File: config.mk
export PLATFORM = sky130hd
export DESIGN_NAME = fwd_hazard_unit_flat
export DESIGN_NICKNAME = d
export VERILOG_FILES = /design/src/rtl/fwd_hazard_unit_pkg.sv /design/src/rtl/fwd_hazard_unit_if.sv /design/src/rtl/fwd_hazard_unit_fwd_match.sv /design/src/rtl/fwd_hazard_unit.sv /design/src/flat_wrapper.sv
export SDC_FILE = /design/constraint.sdc
export NUM_CORES = 1
export LEC_CHECK = 0
export CORE_ASPECT_RATIO = 0.75
export CORE_MARGIN = 8
export CORE_UTILIZATION = 55
export DETAILED_ROUTE_END_ITERATION = 10
export PLACE_DENSITY = 0.83
export SLEW_MARGIN = 20
export SYNTH_ARGS = -nofsm -noshare
export SYNTH_HDL_FRONTEND = slang
export SYNTH_SLANG_ARGS = --single-unit
File: constraint.sdc
create_clock -name clk -period 5.9 [get_ports clk]
set_input_delay 1.475 -clock clk [delete_from_list [all_inputs] [get_ports clk]]
set_output_delay 1.475 -clock clk [all_outputs]
set_load 0.05 [all_outputs]
File: src/rtl/fwd_hazard_unit_pkg.sv
// rtl/fwd_hazard_unit_pkg.sv - shared encodings and helpers for the forwarding/hazard unit
// Purpose: forward-select encoding, ALU result stage, availability-check mode and the
//          per-tag result-availability helper used by every matcher.
// Ports: none (package).
package fwd_hazard_unit_pkg;

  localparam int FSEL_REGFILE = 0;  // forward select value meaning "read the register file"
  localparam int ALU_AVAIL    = 1;  // ALU results can be forwarded from stage 1 onward

  // AVAIL_AT_EX : consumer reads the operand in EX one edge later (needs avail <= k+1)
  // AVAIL_AT_ID : consumer reads the operand in ID this cycle      (needs avail <= k)
  typedef enum logic {
    AVAIL_AT_EX = 1'b0,
    AVAIL_AT_ID = 1'b1
  } avail_mode_e;

  function automatic int tag_avail(input logic is_load, input int load_stage);
    return is_load ? load_stage : ALU_AVAIL;
  endfunction

endpackage

File: src/rtl/fwd_hazard_unit_if.sv
// rtl/fwd_hazard_unit_if.sv - ID-side request and forward/stall response bundle
// Purpose: groups the ID instruction description, flush/hold controls and the
//          stall / forward-select / stall-count responses.
// Ports (master = pipeline side, slave = hazard unit):
//   id_valid, id_rs, id_rt, id_use_rs, id_use_rt, id_branch, id_wr_en, id_is_load, id_dst,
//   flush, hold                         : master -> slave
//   stall, fwd_a, fwd_b, fwd_cmp_a, fwd_cmp_b, stall_count : slave -> master
interface fwd_hazard_unit_if
  import fwd_hazard_unit_pkg::*;
#(
  parameter int REG_W  = 5,
  parameter int FSEL_W = 2,
  parameter int CNT_W  = 16
);
  logic              id_valid;
  logic [REG_W-1:0]  id_rs;
  logic [REG_W-1:0]  id_rt;
  logic              id_use_rs;
  logic              id_use_rt;
  logic              id_branch;
  logic              id_wr_en;
  logic              id_is_load;
  logic [REG_W-1:0]  id_dst;
  logic              flush;
  logic              hold;
  logic              stall;
  logic [FSEL_W-1:0] fwd_a;
  logic [FSEL_W-1:0] fwd_b;
  logic [FSEL_W-1:0] fwd_cmp_a;
  logic [FSEL_W-1:0] fwd_cmp_b;
  logic [CNT_W-1:0]  stall_count;

  modport master (
    output id_valid, id_rs, id_rt, id_use_rs, id_use_rt, id_branch, id_wr_en, id_is_load,
           id_dst, flush, hold,
    input  stall, fwd_a, fwd_b, fwd_cmp_a, fwd_cmp_b, stall_count
  );

  modport slave (
    input  id_valid, id_rs, id_rt, id_use_rs, id_use_rt, id_branch, id_wr_en, id_is_load,
           id_dst, flush, hold,
    output stall, fwd_a, fwd_b, fwd_cmp_a, fwd_cmp_b, stall_count
  );

endinterface

File: src/rtl/fwd_hazard_unit_fwd_match.sv
// rtl/fwd_hazard_unit_fwd_match.sv - youngest-writer priority encoder for one register
// Purpose: scans tags K_LO..NSTAGE-1 for the youngest valid writer of r (r0 never matches)
//          and reports whether its result is available for the requested consumer timing.
// Ports:
//   en        in  operand is actually read
//   r         in  register address looked up
//   mode      in  availability criterion (EX consumer or ID comparator)
//   t_valid, t_wr_en, t_is_load, t_dst  in  tag pipeline fields, index = stage
//   hit       out a writer was found
//   stage     out stage of the youngest writer
//   avail_ok  out that writer's result can be forwarded in time
module fwd_match
  import fwd_hazard_unit_pkg::*;
#(
  parameter int NSTAGE     = 3,
  parameter int REG_W      = 5,
  parameter int LOAD_STAGE = 2,
  parameter int K_LO       = 0,
  parameter int FSEL_W     = $clog2(NSTAGE)
) (
  input  logic                         en,
  input  logic [REG_W-1:0]             r,
  input  avail_mode_e                  mode,
  input  logic [NSTAGE-1:0]            t_valid,
  input  logic [NSTAGE-1:0]            t_wr_en,
  input  logic [NSTAGE-1:0]            t_is_load,
  input  logic [NSTAGE-1:0][REG_W-1:0] t_dst,
  output logic                         hit,
  output logic [FSEL_W-1:0]            stage,
  output logic                         avail_ok
);

  // Scan oldest to youngest so the lowest matching stage overwrites older matches.
  always_comb begin
    hit      = 1'b0;
    stage    = FSEL_W'(FSEL_REGFILE);
    avail_ok = 1'b0;
    for (int k = NSTAGE - 1; k >= K_LO; k--) begin
      if (en && (r != '0) && t_valid[k] && t_wr_en[k] && (t_dst[k] == r)) begin
        hit   = 1'b1;
        stage = FSEL_W'(k);
        if (mode == AVAIL_AT_ID) begin
          avail_ok = (tag_avail(t_is_load[k], LOAD_STAGE) <= k);
        end else begin
          avail_ok = (tag_avail(t_is_load[k], LOAD_STAGE) <= k + 1);
        end
      end
    end
  end

endmodule

File: src/rtl/fwd_hazard_unit.sv
// rtl/fwd_hazard_unit.sv - forwarding and hazard controller for an NSTAGE post-ID pipeline
// Purpose: tracks in-flight writers in a tag pipeline (stage 0 = EX), derives EX operand and
//          ID comparator forward selects, raises load-use/branch stalls, counts stall cycles.
// Ports:
//   clk    in  rising-edge clock
//   rst_n  in  asynchronous active-low reset
//   bus    slave side of fwd_hazard_unit_if (ID request, flush/hold, stall/forward outputs)
module fwd_hazard_unit
  import fwd_hazard_unit_pkg::*;
#(
  parameter int NSTAGE     = 3,
  parameter int REG_W      = 5,
  parameter int LOAD_STAGE = 2,
  parameter int CNT_W      = 16
) (
  input  logic               clk,
  input  logic               rst_n,
  fwd_hazard_unit_if.slave   bus
);

  localparam int FSEL_W = $clog2(NSTAGE);

  typedef struct packed {
    logic             valid;
    logic             wr_en;
    logic             is_load;
    logic [REG_W-1:0] dst;
    logic [REG_W-1:0] rs;
    logic [REG_W-1:0] rt;
    logic             use_rs;
    logic             use_rt;
  } tag_t;

  tag_t [NSTAGE-1:0] tag_q, tag_d;
  logic [CNT_W-1:0]  stall_count_q, stall_count_d;

  logic [NSTAGE-1:0]            t_valid, t_wr_en, t_is_load;
  logic [NSTAGE-1:0][REG_W-1:0] t_dst;

  always_comb begin
    for (int k = 0; k < NSTAGE; k++) begin
      t_valid[k]   = tag_q[k].valid;
      t_wr_en[k]   = tag_q[k].wr_en;
      t_is_load[k] = tag_q[k].is_load;
      t_dst[k]     = tag_q[k].dst;
    end
  end

  logic              ex_hit_a, ex_hit_b, ex_ok_a, ex_ok_b;
  logic [FSEL_W-1:0] ex_stage_a, ex_stage_b;
  logic              hz_hit_a, hz_hit_b, hz_ok_a, hz_ok_b;
  logic [FSEL_W-1:0] hz_stage_a, hz_stage_b;
  logic              cmp_hit_a, cmp_hit_b, cmp_ok_a, cmp_ok_b;
  logic [FSEL_W-1:0] cmp_stage_a, cmp_stage_b;
  avail_mode_e       hz_mode;
  logic              stall;

  // Non-branch consumers read in EX one edge later, branches compare in ID now.
  assign hz_mode = bus.id_branch ? AVAIL_AT_ID : AVAIL_AT_EX;

  // EX operand forwarding looks only at registered tags: the producer sits behind stage 0.
  fwd_match #(.NSTAGE(NSTAGE), .REG_W(REG_W), .LOAD_STAGE(LOAD_STAGE), .K_LO(1), .FSEL_W(FSEL_W))
    u_ex_a (.en(tag_q[0].valid & tag_q[0].use_rs), .r(tag_q[0].rs), .mode(AVAIL_AT_EX),
            .t_valid(t_valid), .t_wr_en(t_wr_en), .t_is_load(t_is_load), .t_dst(t_dst),
            .hit(ex_hit_a), .stage(ex_stage_a), .avail_ok(ex_ok_a));
  fwd_match #(.NSTAGE(NSTAGE), .REG_W(REG_W), .LOAD_STAGE(LOAD_STAGE), .K_LO(1), .FSEL_W(FSEL_W))
    u_ex_b (.en(tag_q[0].valid & tag_q[0].use_rt), .r(tag_q[0].rt), .mode(AVAIL_AT_EX),
            .t_valid(t_valid), .t_wr_en(t_wr_en), .t_is_load(t_is_load), .t_dst(t_dst),
            .hit(ex_hit_b), .stage(ex_stage_b), .avail_ok(ex_ok_b));

  // Full range for both modes: a non-branch youngest match in the last stage is always ready.
  fwd_match #(.NSTAGE(NSTAGE), .REG_W(REG_W), .LOAD_STAGE(LOAD_STAGE), .K_LO(0), .FSEL_W(FSEL_W))
    u_hz_a (.en(bus.id_use_rs), .r(bus.id_rs), .mode(hz_mode),
            .t_valid(t_valid), .t_wr_en(t_wr_en), .t_is_load(t_is_load), .t_dst(t_dst),
            .hit(hz_hit_a), .stage(hz_stage_a), .avail_ok(hz_ok_a));
  fwd_match #(.NSTAGE(NSTAGE), .REG_W(REG_W), .LOAD_STAGE(LOAD_STAGE), .K_LO(0), .FSEL_W(FSEL_W))
    u_hz_b (.en(bus.id_use_rt), .r(bus.id_rt), .mode(hz_mode),
            .t_valid(t_valid), .t_wr_en(t_wr_en), .t_is_load(t_is_load), .t_dst(t_dst),
            .hit(hz_hit_b), .stage(hz_stage_b), .avail_ok(hz_ok_b));

  fwd_match #(.NSTAGE(NSTAGE), .REG_W(REG_W), .LOAD_STAGE(LOAD_STAGE), .K_LO(0), .FSEL_W(FSEL_W))
    u_cmp_a (.en(bus.id_use_rs), .r(bus.id_rs), .mode(AVAIL_AT_ID),
             .t_valid(t_valid), .t_wr_en(t_wr_en), .t_is_load(t_is_load), .t_dst(t_dst),
             .hit(cmp_hit_a), .stage(cmp_stage_a), .avail_ok(cmp_ok_a));
  fwd_match #(.NSTAGE(NSTAGE), .REG_W(REG_W), .LOAD_STAGE(LOAD_STAGE), .K_LO(0), .FSEL_W(FSEL_W))
    u_cmp_b (.en(bus.id_use_rt), .r(bus.id_rt), .mode(AVAIL_AT_ID),
             .t_valid(t_valid), .t_wr_en(t_wr_en), .t_is_load(t_is_load), .t_dst(t_dst),
             .hit(cmp_hit_b), .stage(cmp_stage_b), .avail_ok(cmp_ok_b));

  // Flush kills the ID instruction, so it can never stall.
  assign stall = bus.id_valid & ~bus.flush & ((hz_hit_a & ~hz_ok_a) | (hz_hit_b & ~hz_ok_b));

  always_comb begin
    tag_d         = tag_q;
    stall_count_d = stall_count_q;
    if (!bus.hold) begin
      for (int k = NSTAGE - 1; k > 0; k--) begin
        tag_d[k] = tag_q[k-1];
      end
      tag_d[0] = '0;
      if (bus.id_valid && !stall && !bus.flush) begin
        tag_d[0] = '{valid: 1'b1, wr_en: bus.id_wr_en, is_load: bus.id_is_load,
                     dst: bus.id_dst, rs: bus.id_rs, rt: bus.id_rt,
                     use_rs: bus.id_use_rs, use_rt: bus.id_use_rt};
      end
      if (stall && (stall_count_q != '1)) begin
        stall_count_d = stall_count_q + CNT_W'(1);
      end
    end
  end

  always_ff @(posedge clk or negedge rst_n) begin
    if (!rst_n) begin
      tag_q         <= '0;
      stall_count_q <= '0;
    end else begin
      tag_q         <= tag_d;
      stall_count_q <= stall_count_d;
    end
  end

  assign bus.stall       = stall;
  assign bus.fwd_a       = ex_hit_a ? ex_stage_a : FSEL_W'(FSEL_REGFILE);
  assign bus.fwd_b       = ex_hit_b ? ex_stage_b : FSEL_W'(FSEL_REGFILE);
  assign bus.fwd_cmp_a   = (cmp_hit_a && cmp_ok_a) ? cmp_stage_a : FSEL_W'(FSEL_REGFILE);
  assign bus.fwd_cmp_b   = (cmp_hit_b && cmp_ok_b) ? cmp_stage_b : FSEL_W'(FSEL_REGFILE);
  assign bus.stall_count = stall_count_q;

  // Matcher outputs and tag fields that this configuration does not consume.
  logic unused_sig;
  assign unused_sig = ^{ex_ok_a, ex_ok_b, hz_stage_a, hz_stage_b, tag_q};

endmodule
File: src/flat_wrapper.sv
// flat-port wrapper written by rule: the top's interface ports become plain ports
module fwd_hazard_unit_flat import fwd_hazard_unit_pkg::*;
#(
  parameter int NSTAGE     = 3,
  parameter int REG_W      = 5,
  parameter int LOAD_STAGE = 2,
  parameter int CNT_W      = 16
)
  (clk, rst_n, bus_id_valid, bus_id_rs, bus_id_rt, bus_id_use_rs, bus_id_use_rt, bus_id_branch, bus_id_wr_en, bus_id_is_load, bus_id_dst, bus_flush, bus_hold, bus_stall, bus_fwd_a, bus_fwd_b, bus_fwd_cmp_a, bus_fwd_cmp_b, bus_stall_count);
  fwd_hazard_unit_if #(.REG_W(REG_W), .CNT_W(CNT_W)) bus_i ();
  input  logic clk;
  input  logic rst_n;
  input wire logic [$bits(bus_i.id_valid)-1:0] bus_id_valid;
  input wire logic [$bits(bus_i.id_rs)-1:0] bus_id_rs;
  input wire logic [$bits(bus_i.id_rt)-1:0] bus_id_rt;
  input wire logic [$bits(bus_i.id_use_rs)-1:0] bus_id_use_rs;
  input wire logic [$bits(bus_i.id_use_rt)-1:0] bus_id_use_rt;
  input wire logic [$bits(bus_i.id_branch)-1:0] bus_id_branch;
  input wire logic [$bits(bus_i.id_wr_en)-1:0] bus_id_wr_en;
  input wire logic [$bits(bus_i.id_is_load)-1:0] bus_id_is_load;
  input wire logic [$bits(bus_i.id_dst)-1:0] bus_id_dst;
  input wire logic [$bits(bus_i.flush)-1:0] bus_flush;
  input wire logic [$bits(bus_i.hold)-1:0] bus_hold;
  output wire logic [$bits(bus_i.stall)-1:0] bus_stall;
  output wire logic [$bits(bus_i.fwd_a)-1:0] bus_fwd_a;
  output wire logic [$bits(bus_i.fwd_b)-1:0] bus_fwd_b;
  output wire logic [$bits(bus_i.fwd_cmp_a)-1:0] bus_fwd_cmp_a;
  output wire logic [$bits(bus_i.fwd_cmp_b)-1:0] bus_fwd_cmp_b;
  output wire logic [$bits(bus_i.stall_count)-1:0] bus_stall_count;
  assign bus_i.id_valid = bus_id_valid;
  assign bus_i.id_rs = bus_id_rs;
  assign bus_i.id_rt = bus_id_rt;
  assign bus_i.id_use_rs = bus_id_use_rs;
  assign bus_i.id_use_rt = bus_id_use_rt;
  assign bus_i.id_branch = bus_id_branch;
  assign bus_i.id_wr_en = bus_id_wr_en;
  assign bus_i.id_is_load = bus_id_is_load;
  assign bus_i.id_dst = bus_id_dst;
  assign bus_i.flush = bus_flush;
  assign bus_i.hold = bus_hold;
  assign bus_stall = bus_i.stall;
  assign bus_fwd_a = bus_i.fwd_a;
  assign bus_fwd_b = bus_i.fwd_b;
  assign bus_fwd_cmp_a = bus_i.fwd_cmp_a;
  assign bus_fwd_cmp_b = bus_i.fwd_cmp_b;
  assign bus_stall_count = bus_i.stall_count;
  fwd_hazard_unit #(.NSTAGE(NSTAGE), .REG_W(REG_W), .LOAD_STAGE(LOAD_STAGE), .CNT_W(CNT_W)) u_core (.clk(clk), .rst_n(rst_n), .bus(bus_i));
endmodule
Word-level counts from Yosys, hierarchy flattened
Cells that the tools add are included.
- add/sub/neg operators: 1
- $lt $le $gt $ge: 6
- equal/unequal tests: 11
- multiplexer cells: 44
- bitwise logic cells: 11
- reduce and logical (&&, ||, !) cells: 46
- operators with widths (cell ; count):
    $le 32x3->1 const B ; 3
    $eq 5x5->1 ; 10
    $logic_and 1x1->1 ; 39
    $mux 2 ; 17
    $le 32x1->1 const B ; 1
    $le 32x2->1 const B ; 1
    $mux 1 ; 26
    $mux 20 ; 1
    $reduce_bool 5->1 ; 4
    $add 16x1->16 const B ; 1
    $ne 16x16->1 const B ; 1
    $and 1x1->1 ; 6
    $not 1->1 ; 4
    $le 2x1->1 const B ; 1
    $logic_not 1->1 ; 2
    $reduce_and 2->1 ; 1
    $or 1x1->1 ; 1
- register bits after elaboration: 52
- bits of input ports: 25
- logic and storage cells: 136

Longest topological paths before layout
- word-level depth: 16
- depth in mapped cells: 9
- mapped depth without buffers: 8

Hierarchy
Synthesis repeated with hierarchy kept, for this count alone.
- cells, all modules: 344
- area, all modules: 3543.4 µm²
- modules (own cells, without submodules) (module ; times used ; cells an instance ; area each (µm²) ; sequential area each (µm²)):
    fwd_hazard_unit ; 1 ; 158 ; 2149.6 ; 1301.2
    fwd_match at u_core.u_cmp_a ... ; 4 ; 35 ; 257.7 ; 0.0
    fwd_match at u_core.u_ex_a ... ; 2 ; 23 ; 181.4 ; 0.0

Worst setup path after synthesis
No wires, ideal clock.
- path type: input -> output
- from: input bus_id_rs[3]
- to: output bus_fwd_cmp_a[1]
- arrival time: 3.825 ns
- data required time: 4.425 ns
- path slack: 0.600 ns
- stages: 4
- buffers on the path: 0
- cell sequence: or4_1 -> o21ai_2 -> nor3_1 -> nor4_1
- cells in the longest elaborated chain, start to end: 10
- elaborated cells between the ends (all ways): 25
- ends and longest elaborated chain (what ; RTL line ; source):
    start: declaration ; flat_wrapper.sv:14 ; input wire logic [$bits(bus_i.id_rs)-1:0] bus_id_rs;
    $reduce_bool 5->1 ; fwd_hazard_unit_fwd_match.sv:39 ; if (en && (r != '0) && t_valid[k] && t_wr_en[k] && (t_dst[k] == r)) begin
    $logic_and 1x1->1 (4 in series) ; fwd_hazard_unit_fwd_match.sv:39 ;
    $mux 1 (3 in series) ; fwd_hazard_unit_fwd_match.sv:39 ;
    $logic_and 1x1->1 ; fwd_hazard_unit.sv:125 ; assign bus.fwd_cmp_a = (cmp_hit_a && cmp_ok_a) ? cmp_stage_a : FSEL_W'(FSEL_REGFILE);
    $mux 2 (*) ; fwd_hazard_unit.sv:125 ;
    end: declaration ; flat_wrapper.sv:27 ; output wire logic [$bits(bus_i.fwd_cmp_a)-1:0] bus_fwd_cmp_a;
Mark *: on every way between the ends. The rest lies on a longest branch, timed or not.

Worst setup path in the final report
- from: input bus_id_rs[3]
- to: output bus_stall
- cells in the longest elaborated chain, start to end: 12
- elaborated cells between the ends (all ways): 24
- ends and longest elaborated chain (what ; RTL line ; source):
    $reduce_bool 5->1 ; fwd_hazard_unit_fwd_match.sv:39 ;
    $logic_and 1x1->1 (4 in series) ; fwd_hazard_unit_fwd_match.sv:39 ;
    $mux 1 (3 in series) ; fwd_hazard_unit_fwd_match.sv:39 ;
    $not 1->1 ; fwd_hazard_unit.sv:91 ; assign stall = bus.id_valid & ~bus.flush & ((hz_hit_a & ~hz_ok_a) | (hz_hit_b & ~hz_ok_b));
    $and 1x1->1 (*) ; fwd_hazard_unit.sv:91 ;
    $or 1x1->1 (*) ; fwd_hazard_unit.sv:91 ;
    $and 1x1->1 (*) ; fwd_hazard_unit.sv:91 ;
    end: declaration ; flat_wrapper.sv:24 ; output wire logic [$bits(bus_i.stall)-1:0] bus_stall;
Marks and branches as above.

==> results.py <==
metrics = {
    "status": {
        "status": "completed",
    },
    "synth": {
        "synth_top_area_cell": "dfrtp_1",
        "ys_async_sr_fraction_pct": 100,
        "synth-main-ff-cell": "dfrtp_1",
        "avgSynthCellArea_um2": 11.4,
        "ys_seq_elements": 51,
        "yosysTopAreaCellShare_pct": 46.4,
        "syn_inst": 241,
        "syn_nets": 267,
        "synth_area_mm2": 0.00275,
        "yosysWarnings": 0,
        "synth_edf_count": 0,
        "synth.area.top_cells": "dfrtp_1 (46%), xnor2_1 (14%), xor2_1 (7.0%)",
        "ys_seq_area_share_pct": 46.4,
        "synth.most_common_cell": "dfrtp_1",
        "synth_commonest_cells": "dfrtp_1 (51), xnor2_1 (43), xor2_1 (22), a22o_1 (19), nand4_1 (16)",
        "synth_cell_types": 32,
    },
    "placement": {
        "post-place-ws_ps": 251,
        "dp_cells": 335,
        "port_buffers": 49,
        "placed_area_mm2": 0.00324,
        "gp_congestion": 0.905,
        "dp_hpwl_mm": 5.06,
    },
    "final_layout": {
        "seq_area_mm2": 0.00128,
        "nFillCells": 355,
        "antennaDiodeCount": 0,
        "area_growth_pct": 22.1,
        "finalNonFillerCells": 343,
        "multi_input_area_mm2": 0.00139,
        "drive_gt1_share_pct": 13.4,
        "stdcell_area_mm2": 0.00336,
        "finalNetCount": 308,
    },
    "power_and_ir_drop": {
        "combPwrFrac_pct": 13.8,
        "powerDensity_mw_per_mm2": 224,
        "p_leak_nw": 1.45,
        "swShare_pct": 26.6,
        "pwr-share-seq_pct": 52.9,
        "power_switching_uw": 201,
        "ir_drop_v": 0.000165,
        "internal-power_uw": 552,
        "clock_power_share_pct": 33.3,
    },
    "drt": {
        "drtIter0Drc": 94,
        "via_count": 2082,
        "drc": 0,
        "totalWireLength_mm": 6.81,
        "vias_per_cell": 6.07,
        "drtPass1Iterations": 4,
        "ant_nets": 0,
        "wl_per_cell_um": 19.8,
    },
    "sta": {
        "holdWs_ps": 499,
        "maxSlewViolCount": 0,
        "fin_tns_setup_ps": 0,
        "setup_slack_ps": 256,
        "rsz0062_at_grt": "no",
        "fin_worst_skew_ps": 4.47,
        "maxSlewHeadroom_pct": 57.6,
        "fmax_ghz": 0.177,
        "worstMarginPinSlew_ps": 636,
        "period_minus_slack_ps": 5640,
        "setup_viol": 0,
        "hold_viol": 0,
        "fin_crit_sh_pct": 95.7,
    },
    "clock_tree": {
        "h-tree-depth": 2,
        "cts_hold_buf": 0,
        "cts_buffers": 5,
        "cts_resized": 0,
        "worstSkewPairLatency_ps": 310,
        "cts_tree": "done",
        "cts_max_path_buffers": 2,
        "cts_root_buf": "clkbuf_8",
        "path_clk_slew_ps": 100,
        "post_cts_buffers": 0,
        "clock_sinks": 51,
    },
    "worst_setup_path": {
        "max_stage_delay_ps": 700,
        "reg2reg_depth": 8,
        "critical_path_class": "in2out",
        "critPathMaxFanout": 5,
        "worst_path_most_repeated_cell": "clkdlybuf4s50_1",
        "cp.required_ps": 4430,
        "startpoint_type": "input pin",
        "worstSetupEndpointType": "output pin",
        "cp_data_arrival_time_ps": 4170,
        "crit_chain": "clkdlybuf4s50_1 -> or4_1 -> o21ai_2 -> nor4_2 -> o211ai_2 -> nand2_2 -> and3b_1 -> clkdlybuf4s50_1",
        "crit_path_top_delay_cell": "clkdlybuf4s50_1",
    },
    "floorplan": {
        "core_mm2": 0.00484,
        "initial_core_util_pct": 56.8,
        "die_w_um": 97.7,
        "die_height_um": 77.3,
        "dieArea_mm2": 0.00755,
        "ios": 50,
        "num_rows": 22,
    },
    "hold_path": {
        "min_path_cells": 1,
        "hold_class": "reg2reg",
    },
    "global_route": {
        "track_usage_pct": 18.3,
        "grt_pass1_wl_mm": 11.2,
        "grt_pass1_vias": 2212,
        "overflow": 0,
        "antenna_found_initial": 0,
        "grt_max_degree": 52,
    },
    "flow_run": {
        "drv_cap": 0,
    },
}
registers in the layout, summed over array words and instances (netlist names):
register and flops:
u_core.t_valid 3, u_core.t_is_load 2, u_core.tag_q 12, u_core.t_wr_en 3
u_core.t_dst 15, u_core.bus.stall_count 16
critical path: cells and delay by family:
family | cells | cell delay, ps
buffers and inverters | 2 | 1210
AND/OR/NAND/NOR | 4 | 990
AO/OA/AOI/OAI | 2 | 480
per-layer routing:
layer	global-route usage (%)	share of wire (%)	vias up	wire, um
li1	-	-	959	-
met1	24.3	46	1033	3170
met2	27.9	46	67	3100
met3	3.67	5.2	23	357
met4	8.90	2.7	0	187
met5	0	0	-	0
final timing paths:
| check | from | to | slack, ps |
|---|---|---|---|
| worst max-delay path | bus_id_rs[3] | bus_stall | 260 |
| worst min-delay path | u_core.bus.stall_count[7] | u_core.bus.stall_count[7] | 500 |
| worst max register to register | u_core.bus.stall_count[0] | u_core.bus.stall_count[15] | 3520 |
| worst min register to register | u_core.bus.stall_count[7] | u_core.bus.stall_count[7] | 500 |
| max in group asynchronous | rst_n | u_core.bus.stall_count[13] | 4210 |
| min in group asynchronous | rst_n | u_core.t_dst[4] | 1260 |
power groups by stage:
stage / Combinational, mW / Clock (mW) / Sequential (mW)
2_1_floorplan: 0.0772 / 0 / 0.384
3_3_place_gp: 0.0996 / 0 / 0.403
3_5_place_dp: 0.103 / 0 / 0.404
4_1_cts: 0.104 / 0.255 / 0.397
5_1_grt: 0.113 / 0.268 / 0.400
6_report: 0.104 / 0.251 / 0.398
cell usage in the layout (no fill, tap or decap), types with 2 or more instances in the layout:
cell type / Yosys / layout
nor3b_1: 2 / 2
clkbuf_8: 0 / 5
nand3_1: 6 / 6
xnor2_1: 43 / 43
nor3_1: 5 / 5
mux2_2: 15 / 15
or4_1: 4 / 4
buf_4: 0 / 4
dfrtp_1: 51 / 51
a22o_1: 19 / 19
and3_1: 3 / 3
o211ai_1: 2 / 2
nor4_1: 8 / 8
nand4_1: 16 / 16
nand2_1: 9 / 9
clkdlybuf4s50_1: 0 / 46
xor2_1: 22 / 22
a21oi_2: 2 / 2
o21ai_2: 2 / 2
nor4_2: 2 / 2
layout make-up:
type | instances | area share (%)
clock inverters | 3 | 1.42
flip-flops and latches | 51 | 38.0
inverters | 1 | 0.112
well taps | 60 | 2.23
repair buffers | 51 | 14.7
multi-input cells | 172 | 41.5
clock buffers | 5 | 2.05
kinds of logic after synthesis:
family / count (synthesis) / synth area share, %
adder cells (fa/ha/maj): 1 / 0.455
AND/OR/NAND/NOR: 61 / 13.6
AO/OA/AOI/OAI: 29 / 9.28
XOR/XNOR: 65 / 20.7
multiplexers: 16 / 6.55
buffers and inverters: 18 / 3.00
flip-flops: 51 / 46.4
metrics by stage:
step | power [mW] | utilization, %
6_report | 0.753 | 69.3
5_1_grt | 0.781 | 69.3
4_1_cts | 0.756 | 69.3
3_5_place_dp | 0.507 | 66.9
3_3_place_gp | 0.502 | 66.9
2_1_floorplan | 0.462 | -
Note: power is estimated with default switching activity, not from simulation.
